### src/rtl/axis_echo_pkg.sv
// Shared types for axis_echo_responder: FSM state and the buffered flit.
// Flit fields are sized for the widest supported stream; unused bits stay zero.
package axis_echo_pkg;

  localparam int FLIT_DATA_MAX = 64;
  localparam int FLIT_ID_MAX = 8;

  typedef enum logic {
    IDLE = 1'b0,
    SEND = 1'b1
  } state_t;

  typedef struct packed {
    logic [FLIT_DATA_MAX-1:0] tdata;
    logic                     tlast;
    logic [FLIT_ID_MAX-1:0]   tid;
  } flit_t;

  localparam int FLIT_W = $bits(flit_t);

endpackage

### src/rtl/axis_echo_fifo.sv
// Single-clock circular flit FIFO with full/empty flags.
// A push into a full FIFO is taken when a pop happens in the same cycle.
module axis_echo_fifo
  import axis_echo_pkg::*;
#(
  parameter int WIDTH = FLIT_W,
  parameter int DEPTH = 16
) (
  input  logic             clk,
  input  logic             rst,
  input  logic             push,
  input  logic [WIDTH-1:0] wr_data,
  input  logic             pop,
  output logic [WIDTH-1:0] rd_data,
  output logic             full,
  output logic             empty
);

  localparam int AW = $clog2(DEPTH);

  logic [WIDTH-1:0] mem [DEPTH];
  logic [AW-1:0]    wr_ptr;
  logic [AW-1:0]    rd_ptr;
  logic [AW:0]      count;
  logic             do_push;
  logic             do_pop;

  assign full    = count == (AW+1)'(DEPTH);
  assign empty   = count == '0;
  assign do_pop  = pop && !empty;
  assign do_push = push && (!full || do_pop);
  assign rd_data = mem[rd_ptr];

  always_ff @(posedge clk or posedge rst) begin
    if (rst) begin
      wr_ptr <= '0;
      rd_ptr <= '0;
      count  <= '0;
    end else begin
      if (do_push) wr_ptr <= wr_ptr + AW'(1);
      if (do_pop) rd_ptr <= rd_ptr + AW'(1);
      case ({do_push, do_pop})
        2'b10:   count <= count + (AW+1)'(1);
        2'b01:   count <= count - (AW+1)'(1);
        default: ;
      endcase
    end
  end

  always_ff @(posedge clk) begin
    if (do_push) mem[wr_ptr] <= wr_data;
  end

endmodule

### src/rtl/axis_echo_responder.sv
// AXI-Stream echo endpoint: buffers whole packets and returns them to their source.
// Define AXIS_ECHO_TIMESTAMP_EN to stamp ticks into the first egress flit.
module axis_echo_responder
  import axis_echo_pkg::*;
#(
  parameter int TDATA_WIDTH = 32,
  parameter int TDEST_WIDTH = 2,
  parameter int TID_WIDTH   = 2,
  parameter int TID         = 0,
  parameter int FIFO_DEPTH  = 16,
  parameter int COUNT_WIDTH = 16
) (
  input  logic                     clk,
  input  logic                     rst,
  input  logic [TDATA_WIDTH/2-1:0] ticks,
  input  logic                     axis_in_tvalid,
  output logic                     axis_in_tready,
  input  logic [TDATA_WIDTH-1:0]   axis_in_tdata,
  input  logic                     axis_in_tlast,
  input  logic [TID_WIDTH-1:0]     axis_in_tid,
  input  logic [TDEST_WIDTH-1:0]   axis_in_tdest,
  output logic                     axis_out_tvalid,
  input  logic                     axis_out_tready,
  output logic [TDATA_WIDTH-1:0]   axis_out_tdata,
  output logic                     axis_out_tlast,
  output logic [TID_WIDTH-1:0]     axis_out_tid,
  output logic [TDEST_WIDTH-1:0]   axis_out_tdest,
  output logic [(2**TDEST_WIDTH)-1:0][COUNT_WIDTH-1:0] resp_packets,
  output logic                     oversize
);

  localparam int PW = $clog2(FIFO_DEPTH) + 1;

  state_t state;
  state_t state_nx;
  flit_t  wr_flit;
  flit_t  rd_flit;

  logic          full;
  logic          empty;
  logic          in_hs;
  logic          out_hs;
  logic          pop_last;
  logic          ready_q;
  logic          inc_q;
  logic          fallback;
  logic          start;
  logic [PW-1:0] pkt_cnt;
  logic [TDEST_WIDTH-1:0] dest_q;
  logic          unused_ok;

  assign axis_in_tready = ready_q && !full;
  assign in_hs    = axis_in_tvalid && axis_in_tready;
  assign out_hs   = axis_out_tvalid && axis_out_tready;
  assign pop_last = out_hs && rd_flit.tlast;

  always_comb begin
    wr_flit = '0;
    wr_flit.tdata[TDATA_WIDTH-1:0] = axis_in_tdata;
    wr_flit.tlast = axis_in_tlast;
    wr_flit.tid[TID_WIDTH-1:0] = axis_in_tid;
  end

  axis_echo_fifo #(
    .WIDTH (FLIT_W),
    .DEPTH (FIFO_DEPTH)
  ) u_fifo (
    .clk     (clk),
    .rst     (rst),
    .push    (in_hs),
    .wr_data (wr_flit),
    .pop     (out_hs),
    .rd_data (rd_flit),
    .full    (full),
    .empty   (empty)
  );

  // Packet completion is counted one cycle after the tlast push,
  // which gives the two-edge minimum request-to-response latency.
  always_ff @(posedge clk or posedge rst) begin
    if (rst) begin
      ready_q <= 1'b0;
      inc_q   <= 1'b0;
      pkt_cnt <= '0;
    end else begin
      ready_q <= 1'b1;
      inc_q   <= in_hs && axis_in_tlast;
      case ({inc_q, pop_last})
        2'b10:   pkt_cnt <= pkt_cnt + PW'(1);
        2'b01:   pkt_cnt <= pkt_cnt - PW'(1);
        default: ;
      endcase
    end
  end

  // Full with no complete packet (and none about to be counted) means
  // the packet cannot fit: start forwarding it anyway.
  assign fallback = full && (pkt_cnt == '0) && !inc_q;

  always_ff @(posedge clk or posedge rst) begin
    if (rst) state <= IDLE;
    else     state <= state_nx;
  end

  always_comb begin
    state_nx = state;
    case (state)
      IDLE:    if (pkt_cnt != '0 || fallback) state_nx = SEND;
      SEND:    if (pop_last) state_nx = IDLE;
      default: state_nx = IDLE;
    endcase
  end

  always_comb begin
    start = 1'b0;
    axis_out_tvalid = 1'b0;
    case (state)
      IDLE:    start = (state_nx == SEND);
      SEND:    axis_out_tvalid = !empty;
      default: ;
    endcase
  end

  always_ff @(posedge clk or posedge rst) begin
    if (rst) begin
      dest_q       <= '0;
      oversize     <= 1'b0;
      resp_packets <= '0;
    end else begin
      if (start) dest_q <= TDEST_WIDTH'(rd_flit.tid[TID_WIDTH-1:0]);
      if (start && fallback) oversize <= 1'b1;
      if (pop_last && resp_packets[dest_q] != '1)
        resp_packets[dest_q] <= resp_packets[dest_q] + COUNT_WIDTH'(1);
    end
  end

  assign axis_out_tdest = dest_q;
  assign axis_out_tid   = TID_WIDTH'(TID);
  assign axis_out_tlast = rd_flit.tlast;

`ifdef AXIS_ECHO_TIMESTAMP_EN
  localparam int HALF = TDATA_WIDTH / 2;

  logic            first_q;
  logic            ts_taken;
  logic [HALF-1:0] ts_q;
  logic [HALF-1:0] stamp;

  // The stamp is frozen after the first valid cycle so the payload
  // stays stable under backpressure.
  always_ff @(posedge clk or posedge rst) begin
    if (rst) begin
      first_q  <= 1'b1;
      ts_taken <= 1'b0;
      ts_q     <= '0;
    end else if (out_hs) begin
      first_q  <= rd_flit.tlast;
      ts_taken <= 1'b0;
    end else if (axis_out_tvalid && first_q && !ts_taken) begin
      ts_taken <= 1'b1;
      ts_q     <= ticks;
    end
  end

  assign stamp = ts_taken ? ts_q : ticks;
  assign axis_out_tdata = first_q ?
    {stamp, rd_flit.tdata[HALF-1:0]} :
    rd_flit.tdata[TDATA_WIDTH-1:0];
  assign unused_ok = ^{rd_flit, axis_in_tdest};
`else
  assign axis_out_tdata = rd_flit.tdata[TDATA_WIDTH-1:0];
  assign unused_ok = ^{rd_flit, axis_in_tdest, ticks};
`endif

endmodule

### config.mk
export PLATFORM = sky130hd
export DESIGN_NAME = axis_echo_responder
export DESIGN_NICKNAME = d
export VERILOG_FILES = /design/src/rtl/axis_echo_pkg.sv /design/src/rtl/axis_echo_fifo.sv /design/src/rtl/axis_echo_responder.sv
export SDC_FILE = /design/constraint.sdc
export NUM_CORES = 1
export LEC_CHECK = 0
export ABC_CLOCK_PERIOD_IN_PS = 4900
export CORE_ASPECT_RATIO = 0.5
export CORE_MARGIN = 3
export CORE_UTILIZATION = 50
export CTS_CLUSTER_SIZE = 24
export DETAILED_ROUTE_END_ITERATION = 8
export PLACE_DENSITY = 0.69
export SETUP_SLACK_MARGIN = 0.3
export SKIP_CTS_REPAIR_TIMING = 1
export SYNTH_ARGS = -nofsm -noshare
export SYNTH_HDL_FRONTEND = slang
export SYNTH_SLANG_ARGS = --single-unit
### constraint.sdc
create_clock -name clk -period 4.9 [get_ports clk]
set_input_delay 1.47 -clock clk [delete_from_list [all_inputs] [get_ports clk]]
set_output_delay 1.47 -clock clk [all_outputs]
set_load 0.03 [all_outputs]
; Word-level counts from Yosys, hierarchy flattened
; Memory sizes are Yosys's and may differ from the RTL's.
; Cells that the tools add are included.
[op_classes]
add_sub_neg = 7
n_lt_le_gt_ge = 2
eq_ne = 6
mux = 14
bitwise_logic = 1
n_reduce_logical = 22
[op_table]
columns = cell, n
row1 = $bwmux 64, 1
row2 = $bmux 16 s2, 1
row3 = $demux 16 s2, 1
row4 = $mux 16, 2
row5 = $pmux 5 s2, 2
row6 = $add 16x1->16 const B, 1
row7 = $ne 16x16->1 const B, 1
row8 = $logic_and 1x1->1, 12
row9 = $add 5x1->5 const B, 2
row10 = $logic_not 5->1, 2
row11 = $sub 5x1->5 const B, 2
row12 = $add 4x1->4 const B, 2
row13 = $mux 1, 6
row14 = $eq 5x5->1 const B, 1
row15 = $reduce_bool 5->1, 1
row16 = $eq 2x1->1 const B, 2
row17 = $eq 2x2->1 const B, 2
row18 = $reduce_bool 2->1, 2
row19 = $logic_not 1->1, 3
row20 = $lt 2x3->1 const B, 1
row21 = $ge 2x1->1 const B, 1
row22 = $logic_or 1x1->1, 2
row23 = $pmux 1 s2, 1
row24 = $not 1->1, 1
[totals]
reg_bits = 88
ram_bits = 560
in_bits = 57
output_inout_bits = 104
word_cells = 66
n_memories = 1
[memory_table]
columns = name, words, word_bits, read_ports, rd_clocked_by_memory_dff, wr, line_no
row1 = u_fifo.mem, 16, 35, 1, 0, 1, axis_echo_fifo.sv:21  ; logic [WIDTH-1:0] mem [DEPTH];

; Depth between registers and ports, before layout
[logic_depth]
depth_word = 9
ltp_mapped = 13
mapped_depth_nobuf = 12

; By module
; From an unflattened synthesis, not the netlist that was laid out.
[hier_totals]
hier_cells = 2154
area_unflattened_um2 = 48403.9
[modules_own_cells]
columns = mod, instances, cells_per_inst, area_each_um2, seq_area_each_um2
row1 = axis_echo_fifo, 1, 1877, 44530.2, 35399.0
row2 = axis_echo_responder, 1, 277, 3873.7, 1876.8

; Worst setup path before layout
; OpenSTA, ideal clock, no wires.
[synth_timing]
path_kind = register -> output
startpoint = register u_fifo.rd_ptr[0]
endpoint = output axis_out_tdata[0]
t_arrival_ns = 2.541
t_required_ns = 3.430
setup_slack_ns = 0.889
stages_incl_launch_ff = 7
path_buffers = 4
cell_sequence = dfrtp_1 -> buf_2 -> clkbuf_1 -> buf_1 -> mux4_2 -> mux4_2 -> buf_4
[synth_rtl]
columns = element, line_no
row1 = "start, declared", axis_echo_fifo.sv:23  ; logic [AW-1:0] rd_ptr;
row2 = "start signal, assigned", axis_echo_fifo.sv:41  ; if (do_pop) rd_ptr <= rd_ptr + AW'(1);
row3 = "end, declared", axis_echo_responder.sv:24  ; output logic [TDATA_WIDTH-1:0] axis_out_tdata,

; Worst setup path after layout
[layout_timing]
startpoint = register u_fifo.rd_ptr[0]
endpoint = output axis_out_tdata[6]
[layout_via]
elab_chain_len = 1
[layout_lines]
columns = element
row1 = $mem_v2 16x35
; No other way between the ends.

==> impl_metrics.json <==
{
  "seq_area_frac_synth": 0.740,
  "path_class": "reg2out",
  "synth_top_cell_by_area": "edfxtp_1",
  "wl_per_cell_um": 26.7,
  "fin_nets": 1381,
  "skew_ns": 0.0225,
  "cp.required_ns": 3.43,
  "track_usage": 0.202,
  "period_share": 0.945,
  "synth-xor-area-share": 0.0109,
  "coreArea_um2": 50500,
  "setup_ws_ns": 0.269,
  "r2r_setup_slack_ns": 1.45,
  "netlist_area_um2": 25700,
  "yosys_warnings": 0,
  "drv_slew": 0,
  "floorplan.initialDensity": 0.509,
  "row_count": 58,
  "swShare": 0.303,
  "area_delta_synth_final_pct": 17.1,
  "cts-root-buf": "clkbuf_16",
  "timing.slew.headroom": 0.406,
  "cts_max_level": 2,
  "clk_pin_slew_worst_paths_ns": 0.07,
  "place_ws_ns": 0.738,
  "antenna_cells": 0,
  "hold_violations": 0,
  "ys_ff_latch": 648,
  "dr.first_iter.drc_count": 1210,
  "fin_area_um2": 30100,
  "layoutNonFillerInstCount": 2040,
  "p_comb_frac": 0.326,
  "die_area_um2": 54400,
  "synth_cells": 1152,
  "drc_errors": 0,
  "dp.cells": 1935,
  "vias_per_cell": 5.90,
  "drv_cap": 0,
  "synth.area.top_cells": "edfxtp_1 (65%), mux4_2 (16%), dfrtp_1 (8.6%), mux2_2 (2.8%), mux4_1 (1.1%)",
  "placed_area_um2": 28000,
  "dp.final_hpwl_um": 30300,
  "grt_max_degree": 52,
  "cts_tree": "built",
  "ant_nets": 0,
  "synthSimpleGateAreaFrac": 0.0180,
  "wl_um": 54400,
  "antenna_found_initial": 0,
  "internal-power_w": 0.0117,
  "cts_buffer_depth": 3,
  "gp_congestion": 0.769,
  "synth_edf_count": 560,
  "end_kind": "output pin",
  "worst_pin_slew_ns": 0.890,
  "final.setup.tns_ns": 0,
  "leakage_nw": 10.3,
  "grt_overflow": 0,
  "power_switching_w": 0.00507,
  "grt_pass1_vias": 12600,
  "synth_top_family_by_area": "multiplexers",
  "first_pass_iters": 5,
  "path_max_fanout": 37,
  "max_clock_freq_mhz": 216,
  "final.fill_count": 3458,
  "die_x_um": 327,
  "yosys.area_share.adder": 0.00837,
  "async_flop_share": 0.136,
  "final_common_cell": "edfxtp_1",
  "power.density_nw_per_um2": 556,
  "holdCritPathClass": "reg2reg",
  "dieHeight_um": 166,
  "hold-worst-slack_ns": 0.453,
  "yosysUniqueCellTypes": 40,
  "synth_top_cell_area_share": 0.654,
  "seqPwrFrac": 0.404,
  "rsz0062_at_grt": "true",
  "via_count": 12000,
  "clock_power_share": 0.270,
  "irDropWorstVdd_v": 0.000290,
  "synthMuxAreaShare": 0.197,
  "syn_area_per_cell_um2": 22.3,
  "cp-start-kind": "register",
  "numCtsBuffers": 54,
  "clk_latency_ns": 0.60,
  "port-buffer-count": 140,
  "finalCriticalPeriod_ns": 4.63,
  "grt_pass1_wl_um": 82200,
  "cts_num_sinks": 648,
  "layout-drive-gt1-share": 0.296,
  "final_cell_mix": "edfxtp_1 (560), mux4_2 (180), clkdlybuf4s50_1 (118)",
  "synth_compound_area_frac": 0.00394,
  "setup_viol": 0,
  "status": "complete, no violations",
  "synth_ff_type": "edfxtp_1",
  "ios": 161,
  "arrival_ns": 3.16
}
registers in the layout, indices dropped and copies added (netlist names):
| signal | flops |
|---|---|
| inc_q | 1 |
| oversize | 1 |
| axis_out_tdest | 2 |
| u_fifo.wr_ptr | 4 |
| u_fifo.rd_ptr | 4 |
| resp_packets | 64 |
| pkt_cnt | 5 |
| ready_q | 1 |
| u_fifo.mem | 560 |
| state | 1 |
| u_fifo.count | 5 |
worst max-delay path, cell delays in order (launching register included):
cell and delay (ns):
dfrtp_4 0.54, buf_16 0.30, mux4_2 0.56, mux4_2 0.51, clkdlybuf4s50_1 0.61
cell usage after synthesis (14+ instances only):
library cell / count
ha_1: 14
and2_1: 19
buf_1: 17
inv_1: 17
buf_4: 35
dfrtp_1: 88
edfxtp_1: 560
mux4_2: 180
xor2_1: 21
mux2_2: 63
clkbuf_1: 23
through the flow:
stage                     power [W]   util
after floorplan              0.0108      -
after global placement       0.0122  0.555
after detailed placement     0.0123  0.555
after CTS                    0.0168  0.592
after global routing         0.0174  0.596
final                        0.0167  0.596
final timing paths:
path | end | depth (start not counted) | start
setup / recovery | axis_out_tdata[6] | 4 | u_fifo.rd_ptr[0]$_DFFE_PP0P_
setup reg to reg | pkt_cnt[4]$_DFFE_PP0P_ | 11 | u_fifo.rd_ptr[0]$_DFFE_PP0P_
hold reg to reg | oversize$_DFFE_PP0P_ | 1 | inc_q$_DFF_PP0_
hold / removal | oversize$_DFFE_PP0P_ | 1 | inc_q$_DFF_PP0_
max in group asynchronous | resp_packets[58]$_DFFE_PP0P_ | 3 | rst
min in group asynchronous | resp_packets[34]$_DFFE_PP0P_ | 2 | rst
power by group through the flow:
stage | sequential [W] | clock (W) | combinational, W
floorplan | 0.00679 | 0 | 0.00400
global placement | 0.00685 | 0 | 0.00530
detailed placement | 0.00689 | 0 | 0.00541
CTS | 0.00678 | 0.00460 | 0.00543
global route | 0.00681 | 0.00483 | 0.00579
finish | 0.00676 | 0.00452 | 0.00547
layer usage:
metal / vias up / global-route usage / routed length (µm)
met1: 6542 / 0.294 / 22900
li1: 5040 / - / -
met2: 413 / 0.331 / 27200
met4: 0 / 0.0330 / 602
met5: - / 0 / 0
met3: 49 / 0.0344 / 3610
final cells by class:
cell class	count	area (µm²)	area share
flip-flops and latches	648	19000	0.632
multi-input cells	403	6160	0.205
repair buffers	184	2120	0.0704
clock buffers	63	1410	0.0467
well taps	690	863	0.0287
clock inverters	35	462	0.0153
inverters	17	65.1	0.00216
cell families after synthesis:
kind of cell / count (synthesis)
flip-flops: 648
multiplexers: 256
buffers and inverters: 102
AND/OR/NAND/NOR: 79
XOR/XNOR: 32
AO/OA/AOI/OAI: 17
adder cells (fa/ha/maj): 16
other: 2
(Power assumes the default switching activity.)
